--- src/rtl/uart_rx_pkg.sv ---
// Shared UART receiver constants: default widths, frame bit indices and the 3-sample vote.
package uart_rx_pkg;
    localparam int PRESCALE_W  = 6;
    localparam int BIT_CNT_W   = 4;
    localparam int DATA_BITS   = 8;

    localparam int BIT_START   = 0;
    localparam int BIT_PAR     = 9;
    localparam int BIT_STOP_NP = 9;
    localparam int BIT_STOP_P  = 10;

    function automatic logic maj3(input logic a, input logic b, input logic c);
        return (a & b) | (a & c) | (b & c);
    endfunction
endpackage

--- src/rtl/uart_rx_edge_bit_counter.sv ---
// Edge-within-bit and bit-within-frame counters for the UART receiver.
// Outputs registered, one cycle after the causing condition; no backpressure, counts while enabled.
module uart_rx_edge_bit_counter #(
    parameter int PRESCALE_W = uart_rx_pkg::PRESCALE_W,
    parameter int BIT_CNT_W  = uart_rx_pkg::BIT_CNT_W,
    parameter int DATA_BITS  = uart_rx_pkg::DATA_BITS
) (
    input  logic                  clk,
    input  logic                  rst,
    input  logic                  enable_count,
    input  logic                  PAR_EN,
    input  logic [PRESCALE_W-1:0] PRESCALE,
    output logic [PRESCALE_W-1:0] edge_cnt,
    output logic [BIT_CNT_W-1:0]  bit_cnt
);
    import uart_rx_pkg::*;

    logic [PRESCALE_W-1:0] term_edge;
    logic [BIT_CNT_W-1:0]  last_bit;
    logic                  at_term;
    logic                  at_last;

    assign term_edge = PRESCALE - 1'b1;
    assign last_bit  = BIT_CNT_W'(DATA_BITS + 1) + BIT_CNT_W'(PAR_EN);

    // Greater-or-equal lets a counter stranded past a shrunken PRESCALE wrap at once.
    assign at_term = (edge_cnt >= term_edge);
    assign at_last = (bit_cnt >= last_bit);

    always_ff @(posedge clk) begin
        if (!rst || !enable_count) begin
            edge_cnt <= '0;
            bit_cnt  <= BIT_CNT_W'(BIT_START);
        end else if (at_term) begin
            edge_cnt <= '0;
            bit_cnt  <= at_last ? BIT_CNT_W'(BIT_START) : bit_cnt + 1'b1;
        end else begin
            edge_cnt <= edge_cnt + 1'b1;
        end
    end

    if (DATA_BITS == 8) begin : g_frame_chk
        a_last_bit: assert property (@(posedge clk)
            last_bit == BIT_CNT_W'(PAR_EN ? BIT_STOP_P : BIT_STOP_NP));
    end
endmodule

--- src/rtl/uart_rx_edge_sampler.sv ---
// UART RX oversampling front end: edge/bit counters plus mid-bit 3-sample majority vote.
// Vote visible at edge_cnt==MID+2 (3 cycles after first sample); no backpressure, FSM gates via enables.
module uart_rx_edge_sampler #(
    parameter int PRESCALE_W = uart_rx_pkg::PRESCALE_W,
    parameter int BIT_CNT_W  = uart_rx_pkg::BIT_CNT_W,
    parameter int DATA_BITS  = uart_rx_pkg::DATA_BITS
) (
    input  logic                  clk,
    input  logic                  rst,
    input  logic                  RX_IN,
    input  logic [PRESCALE_W-1:0] PRESCALE,
    input  logic                  PAR_EN,
    input  logic                  enable_count,
    input  logic                  dat_samp_en,
    output logic [PRESCALE_W-1:0] edge_cnt,
    output logic [BIT_CNT_W-1:0]  bit_cnt,
    output logic                  sampled_bit,
    output logic                  sample_valid
);
    import uart_rx_pkg::*;

    logic [PRESCALE_W-1:0] mid;
    logic                  at_s0;
    logic                  at_s1;
    logic                  at_s2;
    logic                  s0;
    logic                  s1;
    logic                  vote_ok;

    uart_rx_edge_bit_counter #(
        .PRESCALE_W (PRESCALE_W),
        .BIT_CNT_W  (BIT_CNT_W),
        .DATA_BITS  (DATA_BITS)
    ) u_counter (
        .clk          (clk),
        .rst          (rst),
        .enable_count (enable_count),
        .PAR_EN       (PAR_EN),
        .PRESCALE     (PRESCALE),
        .edge_cnt     (edge_cnt),
        .bit_cnt      (bit_cnt)
    );

    assign mid   = PRESCALE >> 1;
    assign at_s0 = (edge_cnt == mid - 1'b1);
    assign at_s1 = (edge_cnt == mid);
    assign at_s2 = (edge_cnt == mid + 1'b1);

    // vote_ok remembers that dat_samp_en stayed high across the earlier sample edges of this bit.
    always_ff @(posedge clk) begin
        if (!rst) begin
            s0           <= 1'b1;
            s1           <= 1'b1;
            vote_ok      <= 1'b0;
            sampled_bit  <= 1'b1;
            sample_valid <= 1'b0;
        end else if (!enable_count) begin
            s0           <= 1'b1;
            s1           <= 1'b1;
            vote_ok      <= 1'b0;
            sample_valid <= 1'b0;
        end else begin
            sample_valid <= 1'b0;
            if (at_s0) begin
                vote_ok <= dat_samp_en;
                if (dat_samp_en) s0 <= RX_IN;
            end
            if (at_s1) begin
                vote_ok <= vote_ok & dat_samp_en;
                if (dat_samp_en) s1 <= RX_IN;
            end
            if (at_s2 && vote_ok && dat_samp_en) begin
                sampled_bit  <= maj3(s0, s1, RX_IN);
                sample_valid <= 1'b1;
            end
        end
    end

    a_valid_pulse: assert property (@(posedge clk) disable iff (!rst)
        sample_valid |=> !sample_valid);
endmodule

--- config.mk ---
export PLATFORM = sky130hd
export DESIGN_NAME = uart_rx_edge_sampler
export DESIGN_NICKNAME = d
export VERILOG_FILES = /design/src/rtl/uart_rx_pkg.sv /design/src/rtl/uart_rx_edge_bit_counter.sv /design/src/rtl/uart_rx_edge_sampler.sv
export SDC_FILE = /design/constraint.sdc
export NUM_CORES = 1
export LEC_CHECK = 0
export BUFFER_PORTS_ARGS = -buffer_cell sky130_fd_sc_hd__buf_2
export CAP_MARGIN = 10
export CORE_ASPECT_RATIO = 0.75
export CORE_MARGIN = 4
export CORE_UTILIZATION = 30
export CTS_CLUSTER_DIAMETER = 40
export CTS_CLUSTER_SIZE = 28
export DETAILED_ROUTE_END_ITERATION = 7
export GPL_ROUTABILITY_DRIVEN = 0
export SYNTH_ARGS = -nofsm -noshare
export SYNTH_HDL_FRONTEND = slang
export SYNTH_HIERARCHICAL = 1
export SYNTH_SLANG_ARGS = --single-unit
--- constraint.sdc ---
create_clock -name clk -period 2.3 [get_ports clk]
set_clock_uncertainty 0.15 [all_clocks]
set_input_delay 0.46 -clock clk [delete_from_list [all_inputs] [get_ports clk]]
set_output_delay 0.46 -clock clk [all_outputs]
set_load 0.02 [all_outputs]
==> metrics.md <==
| Metric | Value |
|---|---|
| Worst path buffer plus inverter count | `3` |
| Post-synth top cells | `15 x dfxtp_1, 15 x nor2_1, 13 x ha_1, 12 x nand3_1` |
| WS Path Type | `in2reg` |
| H-Tree Depth | `1` |
| Cells after Synth | `~150` |
| Critical-path top delay cell | `o221a_4` |
| Total Nets Final | `about 210` |
| Num rows | `19` |
| Max Fclk | `roughly 460 MHz` |
| Count of cell types in the netlist | `between 40 and 50` |
| PD cells | `just under 400 nW/um^2` |
| First-pass GRT wire length | `around 4600 um` |
| Syn nets | `170` |
| Starting Density | `between 30% and 40%` |
| Synth Cell Area | `about 1200 um^2` |
| #FFs+latches synth | `15` |
| Syn_area_per_cell | `~8.4 um^2` |
| CTS Hold Buffers Added | `0` |
| Initial detailed-routing violation count | `50` |
| CTS tree | `built` |
| Critical path startpoint category | `input pin` |
| Post-synth EDFFs | `0` |
| Crit share post-route | `between 90% and 100%` |
| WP data required | `about 2300 ps` |
| Max VDD drop | `roughly 180 uV` |
| Clock tree sinks | `15` |
| Hold Slack | `326 ps` |
| Vias in the first global route | `roughly 970` |
| Worst slew pin tran | `around 320 ps` |
| Critical-path cell list | `buf_2 > buf_4 > inv_1 > ha_1 > nand2_1 > xor2_1 > ha_1 > nand4_1 > o221a_4 > a21oi_2 > o22ai_1` |
| Post-Route Setup TNS | `0 ps` |
| Worst-case clock buffer depth | `2` |
| Total I/O pin count | `24` |
| Share of cells above drive strength 1 | `27.9%` |
| MaxCap Viol Count | `0` |
| Final Hold Vio Count | `0` |
| Footprint of the multi-input gates | `slightly below 900 um^2` |
| P&R area growth vs syn | `26.5%` |
| HPWL Detailed | `around 2300 um` |
| Top-area cell type share of the netlist area | `between 20% and 30%` |
| Post-synth top area cell | `dfxtp_1` |
| Worst setup EP type | `flop` |
| Hold WC Path Type | `in2reg` |
| Register Area | `about 300 um^2` |
| Crit path from | `PRESCALE[1]` |
| Die width | `81.6 um` |
| Status | `finished clean` |
| Start of the worst register-to-register path | `u_counter/edge_cnt[1]$_SDFF_PP0_` |
| Vias/cell | `about 4.8` |
| GRT Overall Usage | `approximately 11%` |
| Cell class contributing the biggest share of worst-path delay | `compound AO/OA/AOI/OAI gates` |
| Final setup viols | `0` |
| Total power | `609 uW` |
| Drt total wl | `about 2700 um` |
| Drt first pass iters | `4` |
| Final Util | `40.8%` |
| CP most frequent cell | `ha_1` |
| Ant diodes | `0` |
| Wire length per cell | `around 12 um` |
| Height of the die | `63.2 um` |
| Ys Warns | `6` |
| Post-DRT Antenna Nets | `0` |
| Synth area leaders | `dfxtp_1 25%, ha_1 13%, xor2_1 7.9%` |
| Largest net degree at the start of global routing | `13` |
| GRT overflow | `0` |
| Root Buffer | `clkbuf_8` |
| Arrival @ worst endpoint | `~2200 ps` |
| Sequential area share after synthesis | `between 20% and 30%` |
| CP max FO | `7` |
| Pleak | `between 0.7 and 0.8 nW` |
| Reg clk slew, reported paths | `approximately 60 ps` |
| Final Max Slew Viols | `0` |
| Hold path startpoint | `enable_count` |
| Clock Latency Late Sink | `around 250 ps` |
| Antenna violations before repair | `0` |
| Ys async rst share | `0%` |
| Port bufs | `23` |
| Die Footprint | `5160 um^2` |
| Num CTS Buffers | `3` |
| Worst slew margin | `between 70% and 80%` |
| Core Area | `~3800 um^2` |
| Vias post-DR | `approximately 1100` |
| Largest stage delay on the critical path | `around 360 ps` |
| Post-synth top flop | `dfxtp_1` |
| # DRC | `0` |
| Period minus WS final | `between 2000 and 2500 ps` |
| # fillers | `392` |
-- kinds of logic after synthesis --
group / after synthesis / share of synthesized area (%)
AOI/OAI and AO/OA: 23 / 13.9
xor gates and xnor gates: 18 / 12.9
adders and majority gates: 14 / 14.2
buffers and inverters: 12 / 4.31
DFF: 15 / 24.6
muxes: 2 / 1.64
and+or+nand+nor: 61 / 28.4
-- through the flow --
stage          area (um^2)  std cells  worst slack (ps)
6_report              1540        235               112
5_1_grt               1540        235             -4.74
4_1_cts               1520        234               137
3_5_place_dp          1470        230              -123
3_3_place_gp          1470        230              -107
2_1_floorplan         1220        145               144
-- registers in the layout, summed over array words and instances (netlist names) --
name,cells
s0,1
u_counter/edge_cnt,6
vote_ok,1
sampled_bit,1
u_counter/bit_cnt,4
sample_valid,1
s1,1
-- per-layer routing --
layer | vias up | share of wire, % | track usage [%] | wire length, um
met2 | 29 | 38 | 14.3 | 1030
met5 | - | 0 | 0 | 0
met3 | 4 | 7.7 | 3.42 | 210
li1 | 589 | - | - | -
met1 | 502 | 54 | 17.9 | 1470
met4 | 0 | 0.77 | 1.87 | 21
-- timing repair --
| item | CTS | global route |
|---|---|---|
| gates resized for setup | 0 | 3 |
| buffers inserted | 0 | 1 |
| endpoints found under the setup margin | 0 | 4 |
-- power breakdown --
| part | switching [mW] | total (mW) | leakage, nW | internal [mW] |
|---|---|---|---|---|
| registers | 0.00296 | 0.265 | 0.121 | 0.262 |
| logic | 0.0713 | 0.128 | 0.570 | 0.0568 |
| clock network | 0.0962 | 0.216 | 0.0255 | 0.120 |
| total | 0.170 | 0.609 | 0.717 | 0.439 |
-- final cells by class --
class | instances | share of cell area [%]
multi-input cells | 118 | 57.1
flip-flops and latches | 15 | 19.5
repair buffers | 36 | 13.8
well taps | 52 | 4.22
clock buffers | 3 | 2.68
inverters | 10 | 2.44
clock inverters | 1 | 0.325
-- final timing paths --
check | to | slack, ps | cells past startpoint
max | u_counter/bit_cnt[3]$_SDFFE_PP0P_ | 110 | 11
min | s1$_SDFFE_PN1P_ | 330 | 2
max reg2reg | sampled_bit$_SDFFE_PN1P_ | 340 | 6
min reg2reg | vote_ok$_SDFFE_PN0P_ | 340 | 2
-- cell usage in the layout (no fill, tap or decap), types with 3 or more instances in the layout --
master	instances
a21oi_1	6
buf_2	23
buf_4	13
clkbuf_8	3
dfxtp_1	15
ha_1	13
inv_1	10
nand2_1	11
nand3_1	12
nor2_1	15
nor3_1	3
xnor2_1	7
xor2_1	11
Note: power is estimated with default switching activity, not from simulation.
